## src/rtl/regfile_ctx_ctrl.sv

```systemverilog
// Context-switch sequencer: streams registers 1..NREGS-1 between the register file
// and a per-process slot in the backing store (save or restore), stalling the CPU meanwhile.
module regfile_ctx_ctrl #(
   parameter int NREGS   = 32,
   parameter int IDXW    = 5,
   parameter int SLOTW   = 5,
   parameter int TIMEOUT = 255
) (
   input  logic                  clk_i,
   input  logic                  rst_ni,
   input  logic                  start_save_i,
   input  logic                  start_restore_i,
   input  logic [SLOTW-1:0]      slot_i,
   output logic                  busy_o,
   output logic                  stall_cpu_o,
   output logic                  done_o,
   output logic                  err_o,
   output logic [IDXW-1:0]       rf_idx_o,
   input  logic [31:0]           rf_rdata_i,
   output logic                  rf_wren_o,
   output logic [31:0]           rf_wdata_o,
   output logic                  mem_req_o,
   output logic                  mem_we_o,
   output logic [SLOTW+IDXW-1:0] mem_addr_o,
   output logic [31:0]           mem_wdata_o,
   input  logic                  mem_ack_i,
   input  logic [31:0]           mem_rdata_i,
   output logic [2:0]            state_o
);

   // Memory handshake: mem_req_o is held with stable mem_addr_o/mem_we_o/mem_wdata_o until a
   // rising edge samples mem_ack_i high; that edge completes the transfer (mem_rdata_i valid then).

   typedef enum logic [2:0] {
      S_IDLE    = 3'd0,
      S_SAVE    = 3'd1,
      S_RD_WAIT = 3'd2,
      S_RF_WR   = 3'd3,
      S_FIN     = 3'd4
   } state_t;

   localparam logic [IDXW-1:0] LAST_IDX = IDXW'(NREGS - 1);
   localparam logic [IDXW-1:0] FIRST_IDX = IDXW'(1);
   localparam logic [7:0]      TO_LAST  = 8'(TIMEOUT - 1);

   state_t           state_q, state_d;
   logic [IDXW-1:0]  idx_q, idx_d;
   logic [SLOTW-1:0] slot_q, slot_d;
   logic [7:0]       cnt_q, cnt_d;
   logic [31:0]      wdata_q, wdata_d;

   logic waiting;
   logic timeout_hit;

   assign waiting     = (state_q == S_SAVE) || (state_q == S_RD_WAIT);
   // The cycle in which the counter would reach TIMEOUT is the last one spent waiting.
   assign timeout_hit = waiting && !mem_ack_i && (cnt_q == TO_LAST);

   always_ff @(posedge clk_i or negedge rst_ni) begin
      if (!rst_ni) begin
         state_q <= S_IDLE;
         idx_q   <= '0;
         slot_q  <= '0;
         cnt_q   <= '0;
         wdata_q <= '0;
      end else begin
         state_q <= state_d;
         idx_q   <= idx_d;
         slot_q  <= slot_d;
         cnt_q   <= cnt_d;
         wdata_q <= wdata_d;
      end
   end

   always_comb begin
      state_d = state_q;
      idx_d   = idx_q;
      slot_d  = slot_q;
      cnt_d   = cnt_q;
      wdata_d = wdata_q;
      unique case (state_q)
         S_IDLE: begin
            if (start_save_i) begin
               slot_d  = slot_i;
               idx_d   = FIRST_IDX;
               cnt_d   = '0;
               state_d = S_SAVE;
            end else if (start_restore_i) begin
               slot_d  = slot_i;
               idx_d   = FIRST_IDX;
               cnt_d   = '0;
               state_d = S_RD_WAIT;
            end
         end
         S_SAVE: begin
            if (mem_ack_i) begin
               cnt_d = '0;
               if (idx_q == LAST_IDX) begin
                  state_d = S_FIN;
               end else begin
                  idx_d = idx_q + FIRST_IDX;
               end
            end else if (timeout_hit) begin
               cnt_d   = '0;
               idx_d   = '0;
               state_d = S_IDLE;
            end else begin
               cnt_d = cnt_q + 8'd1;
            end
         end
         S_RD_WAIT: begin
            if (mem_ack_i) begin
               cnt_d   = '0;
               wdata_d = mem_rdata_i;
               state_d = S_RF_WR;
            end else if (timeout_hit) begin
               cnt_d   = '0;
               idx_d   = '0;
               state_d = S_IDLE;
            end else begin
               cnt_d = cnt_q + 8'd1;
            end
         end
         S_RF_WR: begin
            cnt_d = '0;
            if (idx_q == LAST_IDX) begin
               state_d = S_FIN;
            end else begin
               idx_d   = idx_q + FIRST_IDX;
               state_d = S_RD_WAIT;
            end
         end
         S_FIN: begin
            idx_d   = '0;
            state_d = S_IDLE;
         end
         default: begin
            idx_d   = '0;
            cnt_d   = '0;
            state_d = S_IDLE;
         end
      endcase
   end

   always_comb begin
      busy_o      = (state_q == S_SAVE) || (state_q == S_RD_WAIT) || (state_q == S_RF_WR);
      stall_cpu_o = busy_o;
      done_o      = (state_q == S_FIN);
      err_o       = timeout_hit;
      rf_idx_o    = busy_o ? idx_q : '0;
      rf_wren_o   = (state_q == S_RF_WR);
      rf_wdata_o  = wdata_q;
      mem_req_o   = waiting;
      mem_we_o    = (state_q == S_SAVE);
      mem_addr_o  = {slot_q, rf_idx_o};
      mem_wdata_o = (state_q == S_SAVE) ? rf_rdata_i : 32'd0;
      state_o     = state_q;
   end

endmodule

```

## config.mk

```make
export PLATFORM = sky130hd
export DESIGN_NAME = regfile_ctx_ctrl
export DESIGN_NICKNAME = d
export VERILOG_FILES = /design/src/rtl/regfile_ctx_ctrl.sv
export SDC_FILE = /design/constraint.sdc
export NUM_CORES = 1
export LEC_CHECK = 0
export BUFFER_PORTS_ARGS = -buffer_cell sky130_fd_sc_hd__buf_2
export CAP_MARGIN = 20
export CORE_MARGIN = 4
export CORE_UTILIZATION = 41
export CTS_CLUSTER_SIZE = 12
export DETAILED_ROUTE_END_ITERATION = 8
export PLACE_DENSITY = 0.79
export SYNTH_ARGS = -nofsm -noshare
export SYNTH_HDL_FRONTEND = slang
export SYNTH_SLANG_ARGS = --single-unit
export TNS_END_PERCENT = 30
```

## constraint.sdc

```tcl
create_clock -name clk_i -period 3.05 [get_ports clk_i]
set_clock_uncertainty 0.2 [all_clocks]
set_input_delay 0.305 -clock clk_i [delete_from_list [all_inputs] [get_ports clk_i]]
set_output_delay 0.305 -clock clk_i [all_outputs]
set_load 0.01 [all_outputs]
```

* After elaboration in Yosys (flattened, before gate mapping)
Cells that the tools add are included.
Operators by class: add/subtract/negate cells 2, equal/unequal tests 9, mux-type cells 24, bitwise logic cells 1, reductions and logical operators 13
Operator list (number):
- 2-to-1 mux 5 bit | 9
- 2-to-1 mux 32 bit | 1
- 2-to-1 mux 8 bit | 4
- one-hot mux 8 bit (3 select lines) | 1
- 2-to-1 mux 3 bit | 7
- one-hot mux 5 bit (4 select lines) | 1
- one-hot mux 3 bit (4 select lines) | 1
- AND reduction 2 bit | 5
- adder 8 x 1 -> 8 bit, second input constant | 1
- equality test 8 bit, second input constant | 1
- equality test 3 x 2 -> 1 bit, second input constant | 2
- adder 5 x 1 -> 5 bit, second input constant | 1
- equality test 5 bit, second input constant | 1
- equality test 3 x 1 -> 1 bit, second input constant | 1
- equality test 3 bit, second input constant | 1
- zero test 3 bit | 1
- inequality test 3 x 2 -> 1 bit, second input constant | 1
- inequality test 3 bit, second input constant | 1
- logical AND 1 bit | 2
- logical OR 1 bit | 2
- inequality test 2 bit, second input constant | 1
- nonzero test 2 bit | 1
- OR reduction 2 bit | 1
- zero test 1 bit | 1
- inverter 1 bit | 1
Word-level totals: register bits after elaboration 53, bits of input ports 74, output and inout port bits 89, word-level logic and storage cells 54

* Depth between registers and ports, before layout
word-level depth 7, mapped depth 6, gate-level depth less buffers 6

* Worst setup path after synthesis
No wires, ideal clock.
path kind reg2out, start point register state_q[1] (netlist: state_o[1]), end point output port rf_idx_o[1], data arrival time 1.555 ns, data required time 2.545 ns, slack 0.990 ns, stages on the path, launching flop included 7, path through dfrtp_1 -> buf_2 -> nor2_1 -> buf_2 -> nor2_1 -> and2_1 -> buf_4
On the way: longest elaborated chain between the ends 4, elaborated cells on any way between the ends 6
Ends and longest elaborated chain:
- start: declaration | line 46 | state_t state_q, state_d;
- start signal: assignment | line 67 | state_q <= state_d;
- equality test 3 x 1 -> 1 bit or equality test 3 x 2 -> 1 bit (tied branches) | line 146 | busy_o = (state_q == S_SAVE) || (state_q == S_RD_WAIT) || (state_q == S_RF_WR);
- logical OR 1 bit | line 146
- logical OR 1 bit (*) | line 146
- net busy_o | line 14 | output logic busy_o,
- 2-to-1 mux 5 bit (*) | line 150 | rf_idx_o = busy_o ? idx_q : '0;
- end: declaration | line 18 | output logic [IDXW-1:0] rf_idx_o,
The timed path passes the listed nets; every way through them passes the cells marked *.

* Worst setup path in the final report
start point register state_q[2] (netlist: state_o[2]), end point output port mem_wdata_o[23]
On the way: longest elaborated chain between the ends 2
Ends and longest elaborated chain:
- equality test 3 x 1 -> 1 bit | line 156 | mem_wdata_o = (state_q == S_SAVE) ? rf_rdata_i : 32'd0;
- 2-to-1 mux 32 bit | line 156
- end: declaration | line 25 | output logic [31:0] mem_wdata_o,
Every way passes these cells.

==> results.cfg <==
[run_status]
status = finished clean

[timing]
final-hold-violation-count = 0
timing.max_slew.rel_slack_pct = 50.6
fin_crit_share_pct = 77.4
post_route_setup_slack_ns = 0.689
finalMaxSlewViolations = 0
setup_viol_count_final = 0
achievable-frequency_mhz = 424
totalNegativeSetupSlack_ns = 0
post-route-min-period_ns = 2.36
grt_setup_unrepaired = false
worst-slew-pin-transition_ns = 0.740

[pwr]
p_leak_nw = 1.88
p_int_w = 0.00194
power_density_over_the_cells_nw_per_um2 = 879
share_clk_of_total_power_pct = 12.2
gate_power_share_pct = 50.0
sw_frac_of_total_pct = 39.0
power.total_w = 0.00318
pwr-share-seq_pct = 37.8
vdd.ir_drop.worst_mv = 0.509
total_net_switching_power_w = 0.00124

[floorplanning]
die_w_microns = 88.9
core_region_area_sq_um = 6350
top_level_ports = 163
dieHeight_microns = 88.9
start_util_pct = 42.2
rows = 29
die_area_sq_um = 7900

[detailed_routing]
drtPass1Iterations = 4
via_total_after_detailed_routing = 2382
drc = 0
drtIter0Drc = 31
postRouteAntennaNets = 0
drt_wl_total_microns = 7000
route.detailed.wl_per_inst_microns = 14.8
post_detailed_route_via_to_cell_ratio = 5.03

[yosys]
yosys.cell_count.top_type = sky130_fd_sc_hd__dfrtp_1
synth.distinct_cells = 46
yosys.area.top_type = sky130_fd_sc_hd__dfrtp_1
mappedNetlistNets = 315
yosys_register_bits = 53
synthDominantCellAreaShare_pct = 49.5
yosys_warnings = 0
ys_top_cells_by_count = sky130_fd_sc_hd__dfrtp_1, sky130_fd_sc_hd__and2_1, sky130_fd_sc_hd__mux2_2
synthCells = 238
synth-edff-count = 0
synth-async-reset-ratio_pct = 100
netlist_top_cells_area = sky130_fd_sc_hd__dfrtp_1, sky130_fd_sc_hd__mux2_2, sky130_fd_sc_hd__and2_1
avgSynthCellArea_sq_um = 11.3
ys_dominant_reg_cell = sky130_fd_sc_hd__dfrtp_1
seq_area_frac_synth_pct = 49.5
mappedNetlistArea_sq_um = 2680

[critical_path]
end_kind = output port
crit_fanout = 34
r2r_cells = 4
worstReg2RegEnd = rf_wdata_o[4]$_DFFE_PN0P_
critical_path.cell_chain = nand2b_1, nor2_1, buf_4, and2_1, buf_2
crit_path_max_incr_delay_ns = 0.58
origin_of_the_critical_flop_to_flop_path = state_o[1]$_DFFE_PN0P_
critical_path.startpoint_type = register
path_class = reg2out
worst_ep_required_time_ns = 2.54
critPathSlowestCell = sky130_fd_sc_hd__dfrtp_1
regToRegSetupSlack_ns = 0.97
endpoint_arrival_time_on_the_critical_path_ns = 1.86

[global_route]
antenna_found_initial = 0
globalRouteTotalUtil_pct = 17.2
grt_remaining_overflow = 0
grt_first_pass_wirelength_microns = 10500
grt_pass1_vias = 2315
pin_count_of_the_biggest_net_entering_global_routing = 35

[hold_path]
min_to = rf_wdata_o[7]$_DFFE_PN0P_
worstHoldPathCells = 2
hold_start = mem_rdata_i[7]
min-delay-path-class = in2reg

[clock_tree]
cts-root-buf = sky130_fd_sc_hd__clkbuf_8
ctsResizeCount = 0
max_clock_buf_depth = 2
htree_levels = 2
clkTransAtPathRegs_ns = 0.10
numCtsBuffers = 5
numClockSinks = 53
cts_tree = built
clkLatencyLatePin_ns = 0.30

[finish]
insertedDiodeCount = 0
final_cells = 474
syn2layout_area_growth_pct = 35.0
layout.filler_cells = 555
drive_gt1_share_pct = 54.2
multi_input_comb_area_sq_um = 1240
seqCellArea_sq_um = 1330
layout.nets = 473

[placed_design]
routabilityCongestion = 0.778
detailed_place_hpwl_microns = 5580
post-place-cells = 465
dp_slack_ns = 1.02
port_buffers = 162

[job]
drv_cap = 0
## state kept, by name (all words and copies together), names as in the netlist
register    count
state_o         3
cnt_q           8
slot_q          5
idx_q           5
rf_wdata_o     32
## cells by family after synthesis
group | count (synthesis) | share of synthesized area, %
adders and majority gates | 3 | 1.40
AOI/OAI and AO/OA | 33 | 9.29
and+or+nand+nor | 83 | 17.4
DFF | 53 | 49.5
buffers and inverters | 22 | 4.62
muxes | 37 | 15.5
xor gates and xnor gates | 7 | 2.29
## worst max-delay path, delay by kind of cell, from the launching register on
family / cells / cell delay [ns]
buffers and inverters: 2 / 0.39
AND/OR/NAND/NOR: 3 / 0.57
flip-flops: 1 / 0.58
## metrics by stage
stage	utilization (%)	hold slack, ns	instance area [sq um]
3_5_place_dp	55.5	0.121	3520
5_1_grt	57.0	0.00868	3620
4_1_cts	57.0	0.00866	3620
6_report	57.0	0.0145	3620
2_1_floorplan	-	-0.191	2680
3_3_place_gp	55.5	0.111	3520
## what timing repair did
item,in CTS,in global routing
endpoints found under the setup margin,0,0
hold buffers,1,0
endpoints found under the hold margin,22,0
setup buffers,0,0
## worst max-delay path by stage
stage / depth (start not counted) / slack (ns) / start / end
2_1_floorplan: 6 / 0.99 / state_o[1]$_DFFE_PN0P_ / rf_idx_o[1]
4_1_cts: 4 / 0.68 / cnt_q[3]$_DFFE_PN0P_ / err_o
3_3_place_gp: 5 / 1.05 / state_o[2]$_DFFE_PN0P_ / mem_wdata_o[3]
6_report: 5 / 0.69 / state_o[2]$_DFFE_PN0P_ / mem_wdata_o[23]
5_1_grt: 5 / 0.50 / state_o[2]$_DFFE_PN0P_ / mem_wdata_o[28]
3_5_place_dp: 5 / 1.02 / state_o[2]$_DFFE_PN0P_ / mem_wdata_o[3]
## final cells by class
class	instances	share of cell area, %
repair buffers	167	23.5
clock inverters	2	0.415
flip-flops and latches	53	36.6
clock buffers	6	2.00
inverters	6	0.622
multi-input cells	163	34.2
well taps	77	2.66
## cells in the final DEF, fill, tap and decap left out, types with 2 or more instances in the layout
master	Yosys	layout
sky130_fd_sc_hd__buf_4	10	4
sky130_fd_sc_hd__clkinvlp_4	0	2
sky130_fd_sc_hd__buf_2	3	162
sky130_fd_sc_hd__and3_1	2	2
sky130_fd_sc_hd__dfrtp_1	53	53
sky130_fd_sc_hd__ha_1	3	3
sky130_fd_sc_hd__nand2_1	9	9
sky130_fd_sc_hd__nand4_1	2	2
sky130_fd_sc_hd__a21oi_1	3	3
sky130_fd_sc_hd__a21o_1	2	2
sky130_fd_sc_hd__mux2_1	2	2
sky130_fd_sc_hd__and2_1	37	37
sky130_fd_sc_hd__xnor2_1	6	6
sky130_fd_sc_hd__inv_1	6	6
sky130_fd_sc_hd__o21ai_0	7	7
sky130_fd_sc_hd__nand3_1	6	6
sky130_fd_sc_hd__a211oi_2	2	2
sky130_fd_sc_hd__clkbuf_8	0	5
sky130_fd_sc_hd__nor2_1	16	16
sky130_fd_sc_hd__a211oi_1	3	3
sky130_fd_sc_hd__o211ai_1	3	3
sky130_fd_sc_hd__mux2_2	35	35
## power groups by stage
stage          clock network, W  logic (W)  registers [W]
2_1_floorplan                 0   0.000912        0.00130
3_3_place_gp                  0    0.00157        0.00121
3_5_place_dp                  0    0.00161        0.00122
4_1_cts                0.000408    0.00162        0.00120
5_1_grt                0.000430    0.00177        0.00125
6_report               0.000389    0.00159        0.00120
## routing by layer
layer / global-route usage (%) / share of wire, % / vias to the layer above
met1: 19.0 / 38 / 1093
met2: 30.9 / 48 / 140
li1: - / - / 1139
met3: 5.40 / 12 / 10
met4: 5.91 / 2.1 / 0
met5: 0 / 0 / -
(Power assumes the default switching activity.)
